**src/rtl/clk_div_monitor_pkg.sv**
```systemverilog
// Shared definitions for the divided-clock monitor: FSM state encoding,
// default divider constants (common with the clock divider) and a helper
// for the half-period tolerance window.
package clk_div_monitor_pkg;

    // Default half-period in fast-clock cycles; also the divider's divisor basis.
    localparam int unsigned DIV_EXPECT_HALF = 32'd4;
    // Default allowed +/- deviation of a measured half-period.
    localparam int unsigned DIV_TOL         = 32'd1;

    typedef enum logic [1:0] {
        ST_IDLE    = 2'd0,
        ST_MEASURE = 2'd1,
        ST_LOCKED  = 2'd2,
        ST_FAULT   = 2'd3
    } mon_state_e;

    // True when value lies in [expect_v - tol, expect_v + tol]; written
    // without subtraction so a small expect_v cannot underflow.
    function automatic logic in_window(input logic [31:0] value,
                                       input logic [31:0] expect_v,
                                       input logic [31:0] tol);
        return ((value + tol) >= expect_v) && (value <= (expect_v + tol));
    endfunction

endpackage

```
**src/rtl/clk_div_monitor_sync_edge_det.sv**
```systemverilog
// sync_edge_det: 2-flop synchronizer plus history flop for an asynchronous
// level, with registered one-cycle rise/fall strobes. edge_o is the
// unregistered edge indication so a consumer can register results that
// line up with the strobes.
module sync_edge_det (
    input  logic clk_i,
    input  logic rst_ni,
    input  logic async_i,
    output logic edge_o,
    output logic rise_o,
    output logic fall_o
);

    logic s1_q;
    logic s2_q;
    logic s3_q;

    // Synchronizer chain, history flop and registered edge strobes.
    always_ff @(posedge clk_i) begin
        if (!rst_ni) begin
            s1_q   <= 1'b0;
            s2_q   <= 1'b0;
            s3_q   <= 1'b0;
            rise_o <= 1'b0;
            fall_o <= 1'b0;
        end else begin
            s1_q   <= async_i;
            s2_q   <= s1_q;
            s3_q   <= s2_q;
            rise_o <= s2_q & ~s3_q;
            fall_o <= ~s2_q & s3_q;
        end
    end

    assign edge_o = s2_q ^ s3_q;

endmodule

```
**src/rtl/clk_div_monitor.sv**
```systemverilog
// clk_div_monitor: fast-domain consumer of a divided clock. Produces
// rise/fall enables, measures every half-period, tracks lock against the
// expected ratio and raises a sticky fault flag when a locked clock
// misbehaves. Optional build macro CLK_DIV_MON_ERRCNT_EN adds a saturating
// count of LOCKED->FAULT transitions on err_cnt (tied to zero otherwise).
module clk_div_monitor
    import clk_div_monitor_pkg::*;
#(
    parameter int unsigned EXPECT_HALF = DIV_EXPECT_HALF,
    parameter int unsigned TOL         = DIV_TOL,
    parameter int unsigned LOCK_COUNT  = 32'd4,
    parameter int unsigned CNT_W       = 32'd8
) (
    input  logic             iCLK,
    input  logic             RST,
    input  logic             clk_in,
    input  logic             clr_err,
    output logic             rise_stb,
    output logic             fall_stb,
    output logic [CNT_W-1:0] half_period,
    output logic             period_valid,
    output logic             locked,
    output logic             err,
    output logic [7:0]       err_cnt
);

    localparam int unsigned GOOD_W = $clog2(LOCK_COUNT + 32'd1);
    localparam logic [CNT_W-1:0]  HCNT_MAX    = {CNT_W{1'b1}};
    localparam logic [CNT_W-1:0]  TIMEOUT_VAL = CNT_W'(EXPECT_HALF + TOL + 32'd1);
    localparam logic [GOOD_W-1:0] GOOD_LAST   = GOOD_W'(LOCK_COUNT - 32'd1);

    logic              edge_s;
    logic [CNT_W-1:0]  hcnt_q;
    logic [CNT_W-1:0]  hcnt_d;
    logic              seen_q;
    logic              first_q;
    logic              timeout_q;
    logic              timeout_d;
    logic              meas_good_s;
    logic              meas_bad_s;
    logic              fault_s;
    mon_state_e        state_q;
    logic [GOOD_W-1:0] good_q;

    sync_edge_det u_sync (
        .clk_i   (iCLK),
        .rst_ni  (RST),
        .async_i (clk_in),
        .edge_o  (edge_s),
        .rise_o  (rise_stb),
        .fall_o  (fall_stb)
    );

    // Half-period counter next state and single-cycle timeout detection.
    always_comb begin
        hcnt_d    = hcnt_q;
        timeout_d = 1'b0;
        if (edge_s) begin
            hcnt_d = {{(CNT_W-1){1'b0}}, 1'b1};
        end else if (hcnt_q != HCNT_MAX) begin
            hcnt_d = hcnt_q + {{(CNT_W-1){1'b0}}, 1'b1};
        end else begin
            hcnt_d = hcnt_q;
        end
        if (seen_q && !edge_s && (hcnt_q == TIMEOUT_VAL)) begin
            timeout_d = 1'b1;
        end else begin
            timeout_d = 1'b0;
        end
    end

    // Measurement registers: counter, first-edge tracking, published period.
    always_ff @(posedge iCLK) begin
        if (!RST) begin
            hcnt_q       <= {CNT_W{1'b0}};
            seen_q       <= 1'b0;
            first_q      <= 1'b0;
            timeout_q    <= 1'b0;
            period_valid <= 1'b0;
            half_period  <= {CNT_W{1'b0}};
        end else begin
            hcnt_q       <= hcnt_d;
            seen_q       <= seen_q | edge_s;
            first_q      <= edge_s & ~seen_q;
            timeout_q    <= timeout_d;
            period_valid <= edge_s & seen_q;
            if (edge_s && seen_q) begin
                half_period <= hcnt_q;
            end
        end
    end

    // Classify the measurement published in the previous cycle.
    always_comb begin
        meas_good_s = period_valid &&
                      in_window(32'(half_period), EXPECT_HALF, TOL);
        meas_bad_s  = timeout_q ||
                      (period_valid && !in_window(32'(half_period), EXPECT_HALF, TOL));
        fault_s     = (state_q == ST_LOCKED) && meas_bad_s;
    end

    // Lock FSM with registered locked flag and sticky err (fault beats clear).
    always_ff @(posedge iCLK) begin
        if (!RST) begin
            state_q <= ST_IDLE;
            good_q  <= {GOOD_W{1'b0}};
            locked  <= 1'b0;
            err     <= 1'b0;
        end else begin
            case (state_q)
                ST_IDLE: begin
                    if (first_q) begin
                        state_q <= ST_MEASURE;
                        good_q  <= {GOOD_W{1'b0}};
                    end
                    locked <= 1'b0;
                end
                ST_MEASURE: begin
                    if (meas_good_s) begin
                        if (good_q == GOOD_LAST) begin
                            state_q <= ST_LOCKED;
                            locked  <= 1'b1;
                        end else begin
                            good_q <= good_q + {{(GOOD_W-1){1'b0}}, 1'b1};
                        end
                    end else if (meas_bad_s) begin
                        good_q <= {GOOD_W{1'b0}};
                    end
                end
                ST_LOCKED: begin
                    if (meas_bad_s) begin
                        state_q <= ST_FAULT;
                        locked  <= 1'b0;
                    end
                end
                ST_FAULT: begin
                    if (meas_good_s) begin
                        state_q <= ST_MEASURE;
                        good_q  <= {{(GOOD_W-1){1'b0}}, 1'b1};
                    end
                end
                default: begin
                    state_q <= ST_IDLE;
                    good_q  <= {GOOD_W{1'b0}};
                    locked  <= 1'b0;
                end
            endcase
            if (fault_s) begin
                err <= 1'b1;
            end else if (clr_err) begin
                err <= 1'b0;
            end
        end
    end

`ifdef CLK_DIV_MON_ERRCNT_EN
    // Saturating LOCKED->FAULT counter; only reset clears it.
    always_ff @(posedge iCLK) begin
        if (!RST) begin
            err_cnt <= 8'd0;
        end else if (fault_s && (err_cnt != 8'hFF)) begin
            err_cnt <= err_cnt + 8'd1;
        end
    end
`else
    assign err_cnt = 8'd0;
`endif

endmodule
```
**config.mk**
```make
export PLATFORM = sky130hd
export DESIGN_NAME = clk_div_monitor
export DESIGN_NICKNAME = d
export VERILOG_FILES = /design/src/rtl/clk_div_monitor_pkg.sv /design/src/rtl/clk_div_monitor_sync_edge_det.sv /design/src/rtl/clk_div_monitor.sv
export SDC_FILE = /design/constraint.sdc
export NUM_CORES = 1
export LEC_CHECK = 0
export CAP_MARGIN = 20
export CORE_ASPECT_RATIO = 1.75
export CORE_MARGIN = 2
export CORE_UTILIZATION = 34
export CTS_BUF_LIST = sky130_fd_sc_hd__clkbuf_4 sky130_fd_sc_hd__clkbuf_8
export DETAILED_ROUTE_END_ITERATION = 7
export GPL_ROUTABILITY_DRIVEN = 0
export SETUP_SLACK_MARGIN = 0.2
export SLEW_MARGIN = 30
export SYNTH_ARGS = -nofsm -noshare
export SYNTH_HDL_FRONTEND = slang
export SYNTH_HIERARCHICAL = 1
export SYNTH_SLANG_ARGS = --single-unit
```
**constraint.sdc**
```tcl
create_clock -name iCLK -period 4 [get_ports iCLK]
set_input_delay 0.8 -clock iCLK [delete_from_list [all_inputs] [get_ports iCLK]]
set_output_delay 0.8 -clock iCLK [all_outputs]
set_load 0.01 [all_outputs]
```
==> key figures, run 1 <==
CTS
  – CTS sink count: 32
  – CTS resizes: 0
  – CTS tree: built
  – Setup bufs post-CTS: 0
  – Root buf cell: clkbuf_8
  – Clk Latency, worst-skew pair: 0.28 ns
  – CTS max path bufs: 2
  – CTS clk-pin slew, worst paths: 0.06 ns
  – Cts hold-fix bufs: 0
  – H-tree Lvls: 2
  – Cts bufs inserted: 5

Floorplanning
  – Core area: 4404 um^2
  – Die width: between 50 and 60 um
  – DIE HEIGHT: 93.33 um
  – Starting Density: 35.20%
  – Row cnt: 32
  – Top-Level Pins: 25
  – Die area: 5137 um^2

Hold path
  – Hold WC Path Type: reg2reg

Global route
  – GRT overflow: 0
  – Largest net degree at the start of global routing: 17
  – GRT Util Overall: 14.17%
  – Initial antenna violation count: 0
  – Vias in the first global route: between 1000 and 1500
  – Global-route wire length before repair: 5.361 mm

STA
  – Max_slew headroom: 62.81%
  – Tmin final: a little over 2 ns
  – Peak Freq: 0.4830 GHz
  – Final hold vios: 0
  – Fin Setup TNS: 0 ns
  – Final Max Tran Viols: 0
  – Final setup vio count: 0
  – Tcrit/Tclk final: 51.76%
  – Worst-margin pin slew: approximately 0.56 ns
  – RSZ-0062 raised after global routing: no
  – Clock Skew: 0.009982 ns

Synthesis
  – Largest cells by area after synthesis: dfxtp_1 41%, ha_1 8.9%, nor2_1 4.8%, nand2_1 4.6%, a21oi_1 3.9%
  – Post-synth EDFFs: 0
  – Seq/Total Area, Yosys: approximately two fifths
  – Flops & latches, synth: 32
  – Syn Std Cell Area: 1550 um^2
  – Gate count of the mapped netlist: 179
  – Cell taking the most area after synthesis: dfxtp_1
  – Cell variety after synth: 42
  – Ys flop type: dfxtp_1
  – Synth top area share: about two fifths
  – Syn Area/Cell: 8.661 um^2
  – Post-synthesis async set-or-reset flop share: 0%
  – Ys Warns: 6

Final layout
  – Fin area: 1799 um^2
  – Layout cells sized above 1: 5.641%
  – Syn-to-layout area delta: 16.06%
  – Layout net count: 210
  – Fill count: 470
  – # diodes: 0

Routing
  – Via count: ~1200
  – Total Routed Length: approximately 3 mm
  – Drt pass-1 iters: 4
  – Vias per cell: 4.935
  – DRC: 0
  – Initial DRC count: 29
  – WL per Instance: 12.22 um
  – Antenna Violating Nets Remaining: 0

Worst setup path
  – Crit path buf inv count: 1
  – CP cell instances: clkdlybuf4s50_1
  – Critical Path Source Type: flop
  – Crit-path leading delay family: buffers and inverters
  – Setup crit end kind: output port
  – CP max FO: 6
  – Req. time, crit path: ~3.2 ns
  – Crit path DAT: 1.27 ns
  – Critical-path top delay cell: clkdlybuf4s50_1
  – WS Path Type: reg2out
  – Critical Path Max Stage Delay: 0.57 ns

Outcome
  – Status: completed

Place
  – IO buf count: 16
  – DP HPWL: 2.262 mm
  – Area post-placement: 1718 um^2

Power and ir drop
  – Leak Pwr: 0.0006834 uW
  – Max IR drop VDD: 0.2357 mV
  – Pwr dens: approximately 410 nW/um^2

Job
  – Max cap viols: 0
power by group:
| part | internal [uW] | switching [uW] |
|---|---|---|
| Sequential | 336 | 18.6 |
| Combinational | 65.2 | 80.6 |
| Clock | 125 | 110 |
cell usage in the layout, fill, tap and decap left out, types with 2 or more instances in the layout:
cell type        netlist  routed
nand2_1               19      19
conb_1                 1       8
o32ai_1                2       2
dfxtp_1               32      32
or4_1                  2       2
clkdlybuf4s50_1        0      16
clkbuf_8               0       5
nor2_1                20      20
inv_1                 10      10
and2_1                 5       5
mux2i_1                3       3
a21oi_1               12      12
nand2b_1               5       5
nand3b_1               2       2
ha_1                  11      11
nand3_1               12      12
xnor2_1                3       3
nor3_1                 2       2
path summary, 6_finish.rpt:
check	startpoint	to	slack, ns	cells past startpoint
max	period_valid	period_valid	1.93	1
min	u_sync/s1_q	u_sync/s2_q	0.43	1
max reg2reg	state_q[0]	state_q[0]	2.04	7
min reg2reg	u_sync/s1_q	u_sync/s2_q	0.43	1
registers in the layout, indices dropped and copies added, names as in the netlist, 2 cells and up:
register,cells
hcnt_q,8
half_period,8
good_q,3
state_q,2
synthesized netlist by cell type, types with 2 or more instances:
master,instances
nor3_1,2
and2_1,5
buf_4,8
dfxtp_1,32
nand3_1,12
o32ai_1,2
a21oi_1,12
nand2_1,19
nor2_1,20
ha_1,11
nand3b_1,2
mux2i_1,3
clkbuf_1,6
inv_1,10
or4_1,2
xnor2_1,3
nand2b_1,5
kinds of logic after synthesis:
family                     after synthesis  share of synthesized area, %
and+or+nand+nor                         76                         25.18
AOI/OAI and AO/OA                       28                         12.43
xor gates and xnor gates                 4                         2.260
adders and majority gates               11                         8.878
other                                    1                        0.2419
DFF                                     32                         41.32
muxes                                    3                         1.937
buffers and inverters                   24                         7.748
per-stage QoR:
stage	hold WS [ns]	instances	utilization, %	total power, uW	setup WS [ns]
after floorplan	0.4118	186	-	478.7	2.230
after global placement	0.4172	239	39.01	508.8	1.671
after detailed placement	0.4188	239	39.01	508.4	1.627
after CTS	0.4357	246	40.85	746.9	1.907
after global routing	0.4595	246	40.85	787.8	1.794
final	0.4335	246	40.85	734.8	1.929
metal layers:
| metal | up-vias | routed length [um] | track usage (%) |
|---|---|---|---|
| met5 | - | 0 | 0 |
| met4 | 0 | 73 | 8.537 |
| met3 | 4 | 92 | 2.875 |
| met2 | 22 | 1695 | 24.50 |
| met1 | 557 | 1145 | 14.70 |
| li1 | 631 | - | - |
final cells by class:
type | count | area (um^2) | share of cell area [%]
clock buffer | 6 | 76.32 | 4.242
inverter | 10 | 37.54 | 2.086
timing repair buffer | 16 | 160.2 | 8.901
sequential | 32 | 640.6 | 35.60
clock inverter | 1 | 5.005 | 0.2782
multi-input combinational | 130 | 815.8 | 45.34
tap | 51 | 63.81 | 3.547
Note: power is estimated with default switching activity, not from simulation.
==> run 2, diff against run 1 <==
- clock period: 4 -> 2.1 ns (I/O delays scaled with it)
==> key figures, run 2 (synthesized netlist as in run 1, its figures left out) <==
Outcome
  – Status: completed

Global route
  – Vias in the first global route: 1224 (-0.81%)
  – Largest net degree at the start of global routing: 13 (-4)
  – Initial antenna violation count: 0 (unchanged)
  – GRT overflow: 0 (unchanged)
  – Global-route wire length before repair: 5.175 mm (-3.5%)
  – GRT Util Overall: 14.01% (-0.16 points)

Final layout
  – Layout net count: 216 (+2.9%)
  – Syn-to-layout area delta: 21.63%
  – # diodes: 0 (unchanged)
  – Layout cells sized above 1: 11.88% (+6.2 points)
  – Core Util, Final: 42.81% (+2.0 points)
  – Fill count: 457 (-2.8%)
  – Multi-input logic area: 835.8 um^2 (+2.5%)
  – Seq. cell area: 645.6 um^2 (+0.78%)
  – Most frequent cells in the layout: 30 x dfxtp_1, 20 x nor2_1, 19 x nand2_1
  – Commonest non-fill, non-tap cell in the layout: dfxtp_1
  – Largest regs: half_period: 8 flops, hcnt_q: 8 flops, good_q: 3 flops
  – Fin area: 1886 um^2 (+4.8%)

Place
  – DP HPWL: 2.403 mm (+6.2%)
  – Area post-placement: 1740 um^2 (+1.3%)
  – IO buf count: 16 (unchanged)

Routing
  – WL per Instance: 12.91 um (+5.6%)
  – Antenna Violating Nets Remaining: 0 (unchanged)
  – Initial DRC count: 23 (-21%)
  – Drt pass-1 iters: 4 (unchanged)
  – Via count: 1273 (+4.9%)
  – DRC: 0 (unchanged)
  – Vias per cell: 5.032 (+2.0%)
  – Total Routed Length: 3.265 mm (+8.6%)

Floorplanning
  – Starting Density: 35.20% (unchanged)
  – Die width: 55.05 um (unchanged)
  – Row cnt: 32 (unchanged)
  – DIE HEIGHT: 93.33 um (unchanged)
  – Die area: 5137 um^2 (unchanged)
  – Core area: 4404 um^2 (unchanged)
  – Top-Level Pins: 25 (unchanged)

CTS
  – Cts hold-fix bufs: 0 (unchanged)
  – CTS clk-pin slew, worst paths: 0.07 ns (about the same)
  – Cts bufs inserted: 5 (unchanged)
  – CTS tree: built
  – Clk Latency, worst-skew pair: 0.28 ns (about the same)
  – CTS sink count: 32 (unchanged)
  – Root buf cell: clkbuf_8
  – CTS max path bufs: 2 (unchanged)
  – H-tree Lvls: 2 (unchanged)

STA
  – Final Max Tran Viols: 0 (unchanged)
  – Clock Skew: 0.006515 ns (-0.003467 ns)
  – Peak Freq: around 0.54 GHz
  – Final hold vios: 0 (unchanged)
  – RSZ-0062 raised after global routing: yes
  – Fin Setup TNS: 0 ns (unchanged)
  – Tmin final: 1.865 ns
  – Final setup vio count: 0 (unchanged)
  – Tcrit/Tclk final: 88.79%

Worst setup path
  – Setup crit end kind: flop
  – CP max FO: 4 (-2)
  – Critical-path top delay cell: or4_4
  – CP cell instances: inv_1, ha_1, a221o_1, or4_4, o32ai_2
  – Worst flop-to-flop path endpoint: good_q[2]
  – FF-to-FF Start: state_q[1]
  – Req. time, crit path: 2.30 ns (-0.90 ns)
  – Setup crit end: good_q[2]
  – Crit path DAT: 2.06 ns (+0.79 ns)
  – Critical Path Source Type: flop
  – Crit path launch: state_q[1]
  – R2r setup slk: 0.24 ns (-1.80 ns)
  – R2R depth: 5 (-2)
  – WS Path Type: reg2reg
  – Critical Path Max Stage Delay: 0.44 ns (-0.13 ns)

Power and ir drop
  – Leak Pwr: 0.0007279 uW (+6.5%)
  – Max IR drop VDD: 0.4298 mV (+82%)
  – Pwr dens: 810.8 nW/um^2 (+99%)

Job
  – Max cap viols: 0 (unchanged)

Hold path
  – Hold WC Path Type: reg2reg
  – Hold depth: 1 (unchanged)
## run 2: worst min-delay path by stage
stage	slack (ns)	end	from
finish	0.45	u_sync/s2_q	u_sync/s1_q
global route	0.46	u_sync/s2_q	u_sync/s1_q
CTS	0.45	u_sync/s2_q	u_sync/s1_q
detailed placement	0.44	u_sync/s2_q	u_sync/s1_q
global placement	0.42	u_sync/s2_q	u_sync/s1_q
floorplan	0.41	u_sync/s2_q	u_sync/s1_q
## run 2: critical path, delay by kind of cell, from the launching register on
kind                       cells  cell delay [ns]
AOI/OAI and AO/OA              2             0.60
adders and majority gates      1             0.30
buffers and inverters          1             0.08
DFF                            1             0.36
and+or+nand+nor                1             0.44
## run 2: power breakdown
group          switching [uW]  internal (uW)
Combinational             181            155
Sequential               36.2            646
Clock                     217            293
## run 2: stage by stage
step	hold WS (ns)	instances	power, uW	worst slack [ns]
floorplan	0.4118	186	911.8	0.3296
global placement	0.4167	242	968.8	0.2440
detailed placement	0.4387	242	974.1	0.1607
CTS	0.4533	251	1501	0.2290
global route	0.4573	253	1606	0.1616
finish	0.4501	253	1529	0.2355
## run 2: cell type report
type,instances,share of cell area [%]
Sequential cell,32,34.24
Multi-Input combinational cell,130,44.33
Inverter,10,1.991
Timing Repair Buffer,22,10.88
Clock buffer,8,5.176
Tap cell,51,3.384
## run 2: routing by layer
metal	vias to the layer above	part of all wire, %	wire length [um]	track usage (%)
li1	642	-	-	-
met1	593	35	1154	13.19
met2	28	57	1872	24.50
met3	10	3.5	113	3.674
met4	0	3.8	124	9.553
met5	-	0	0	0
## run 2: what timing repair did
action                                  CTS  global route
setup buffers                             1             2
resized for setup                         0             7
endpoints found under the setup margin    2             4
pin swaps                                 1             2
==> run 3, diff against run 2 <==
- CELL_PAD_IN_SITES_DETAIL_PLACEMENT: not set -> 2
- CELL_PAD_IN_SITES_GLOBAL_PLACEMENT: not set -> 2
- CORE_UTILIZATION: 34 -> 33
- PLACE_DENSITY_LB_ADDON: not set -> 0.1
- SETUP_SLACK_MARGIN: 0.2 -> not set
==> key figures, run 3 (synthesized netlist as in run 1, its figures left out) <==
STA
  – Peak Freq: 0.4987 GHz (-7.0%)
  – Worst-margin pin slew: 0.5562 ns
  – Tmin final: 2.005 ns (+0.1408 ns)
  – Final hold vios: 0 (unchanged)
  – Tcrit/Tclk final: 95.49% (+6.7 points)
  – RSZ-0062 raised after global routing: no
  – Final setup vio count: 0 (unchanged)
  – Max_slew headroom: roughly 63%
  – Final Max Tran Viols: 0 (unchanged)
  – Fin Setup TNS: 0 ns (unchanged)
  – Clock Skew: 0.001450 ns (-0.005065 ns)

Global route
  – Global-route wire length before repair: 7.100 mm (+37%)
  – Vias in the first global route: 1465 (+20%)
  – GRT overflow: 0 (unchanged)
  – Largest net degree at the start of global routing: 14 (+1)
  – Initial antenna violation count: 0 (unchanged)
  – GRT Util Overall: 17.56% (+3.6 points)

Routing
  – Via count: 1321 (+3.8%)
  – Antenna Violating Nets Remaining: 0 (unchanged)
  – Vias per cell: 5.242 (+4.2%)
  – DRC: 0 (unchanged)
  – Drt pass-1 iters: 4 (unchanged)
  – WL per Instance: 16.57 um (+28%)
  – Total Routed Length: 4.175 mm (+28%)
  – Initial DRC count: 22 (-4.3%)

Worst setup path
  – Setup crit end kind: flop
  – Req. time, crit path: 2.29 ns (about the same)
  – WS Path Type: reg2reg
  – CP max FO: 4 (unchanged)
  – Crit path DAT: 2.20 ns (+0.14 ns)
  – Critical Path Source Type: flop

CTS
  – Clk Latency, worst-skew pair: 0.28 ns (about the same)
  – CTS tree: built
  – Cts bufs inserted: 5 (unchanged)
  – Root buf cell: clkbuf_8
  – CTS clk-pin slew, worst paths: 0.07 ns (about the same)
  – CTS max path bufs: 2 (unchanged)
  – H-tree Lvls: 2 (unchanged)
  – Cts hold-fix bufs: 0 (unchanged)
  – CTS sink count: 32 (unchanged)

Job
  – Max cap viols: 0 (unchanged)

Final layout
  – Seq. cell area: 641.9 um^2 (-0.58%)
  – Commonest non-fill, non-tap cell in the layout: dfxtp_1
  – Most frequent cells in the layout: 31 x dfxtp_1, 20 x nor2_1, 19 x nand2_1
  – Largest regs: half_period: 8 flops, hcnt_q: 8 flops, good_q: 3 flops
  – # diodes: 0 (unchanged)
  – Syn-to-layout area delta: 20.10%
  – Layout cells sized above 1: 8.500% (-3.4 points)
  – Multi-input logic area: 815.8 um^2 (-2.4%)
  – Fill count: 521 (+14%)
  – Layout net count: 214 (-0.93%)
  – Fin area: 1862 um^2 (-1.3%)

Power and ir drop
  – Leak Pwr: 0.0007180 uW (-1.4%)
  – Max IR drop VDD: 0.4312 mV (+0.33%)
  – Pwr dens: 862.1 nW/um^2 (+6.3%)

Place
  – IO buf count: 16 (unchanged)
  – Area post-placement: 1742 um^2 (about the same)
  – DP HPWL: 3.313 mm (+38%)

Hold path
  – Hold WC Path Type: reg2reg

Floorplanning
  – Row cnt: 33 (+3.1%)
  – Core area: 4583 um^2 (+4.1%)
  – Top-Level Pins: 25 (unchanged)
  – Starting Density: 33.82% (-1.4 points)
  – DIE HEIGHT: 94.67 um (+1.4%)
  – Die area: 5284 um^2 (+2.9%)
  – Die width: 55.81 um (+1.4%)

Outcome
  – Status: completed
[run 3: worst max-delay path, stage by stage, from the launching register on]
cell and delay [ns]:
dfxtp_1 0.39, inv_1 0.11, ha_1 0.23, nor3b_1 0.15, a221o_1 0.31, or4_1 0.49, o32ai_1 0.24
[run 3: timing repair]
item	in CTS	in global routing
hold endpoints to repair	0	0
buffers inserted	0	1
setup endpoints to repair	0	2
gates resized for setup	0	1
[run 3: path summary, 6_finish.rpt]
path | startpoint | end | slack, ns | cells past startpoint
hold reg to reg | u_sync/s1_q | u_sync/s2_q | 0.45 | 1
setup reg to reg | state_q[1] | good_q[2] | 0.09 | 6
hold / removal | u_sync/s1_q | u_sync/s2_q | 0.45 | 1
setup / recovery | state_q[1] | good_q[2] | 0.09 | 6
[run 3: power by group]
group | total, uW | internal, uW | leakage, uW | switching, uW
clock network | 594 | 365 | 0.0000586 | 229
logic | 334 | 144 | 0.000399 | 190
registers | 678 | 641 | 0.000260 | 36.2
[run 3: cell type report]
cell class,instances,area share [%]
multi-input cells,130,43.82
clock buffers,6,4.099
clock inverters,2,1.882
inverters,10,2.016
repair buffers,20,10.22
flip-flops and latches,32,34.48
well taps,52,3.495
[run 3: stage by stage]
stage / hold WS, ns / total power (uW) / utilization (%) / setup WS [ns] / instances
2_1_floorplan: 0.4118 / 911.8 / - / 0.3296 / 186
3_3_place_gp: 0.4151 / 972.9 / 38.00 / 0.2093 / 243
3_5_place_dp: 0.4377 / 1002 / 38.00 / 0.08359 / 243
4_1_cts: 0.4571 / 1613 / 40.43 / 0.06020 / 251
5_1_grt: 0.4745 / 1702 / 40.62 / 0.01490 / 252
6_report: 0.4455 / 1605 / 40.62 / 0.09471 / 252
[run 3: layer usage]
metal / wire length (um) / track usage (%)
met3: 76 / 2.740
met5: 0 / 0
met4: 128 / 9.524
met2: 2513 / 35.71
met1: 1457 / 16.13
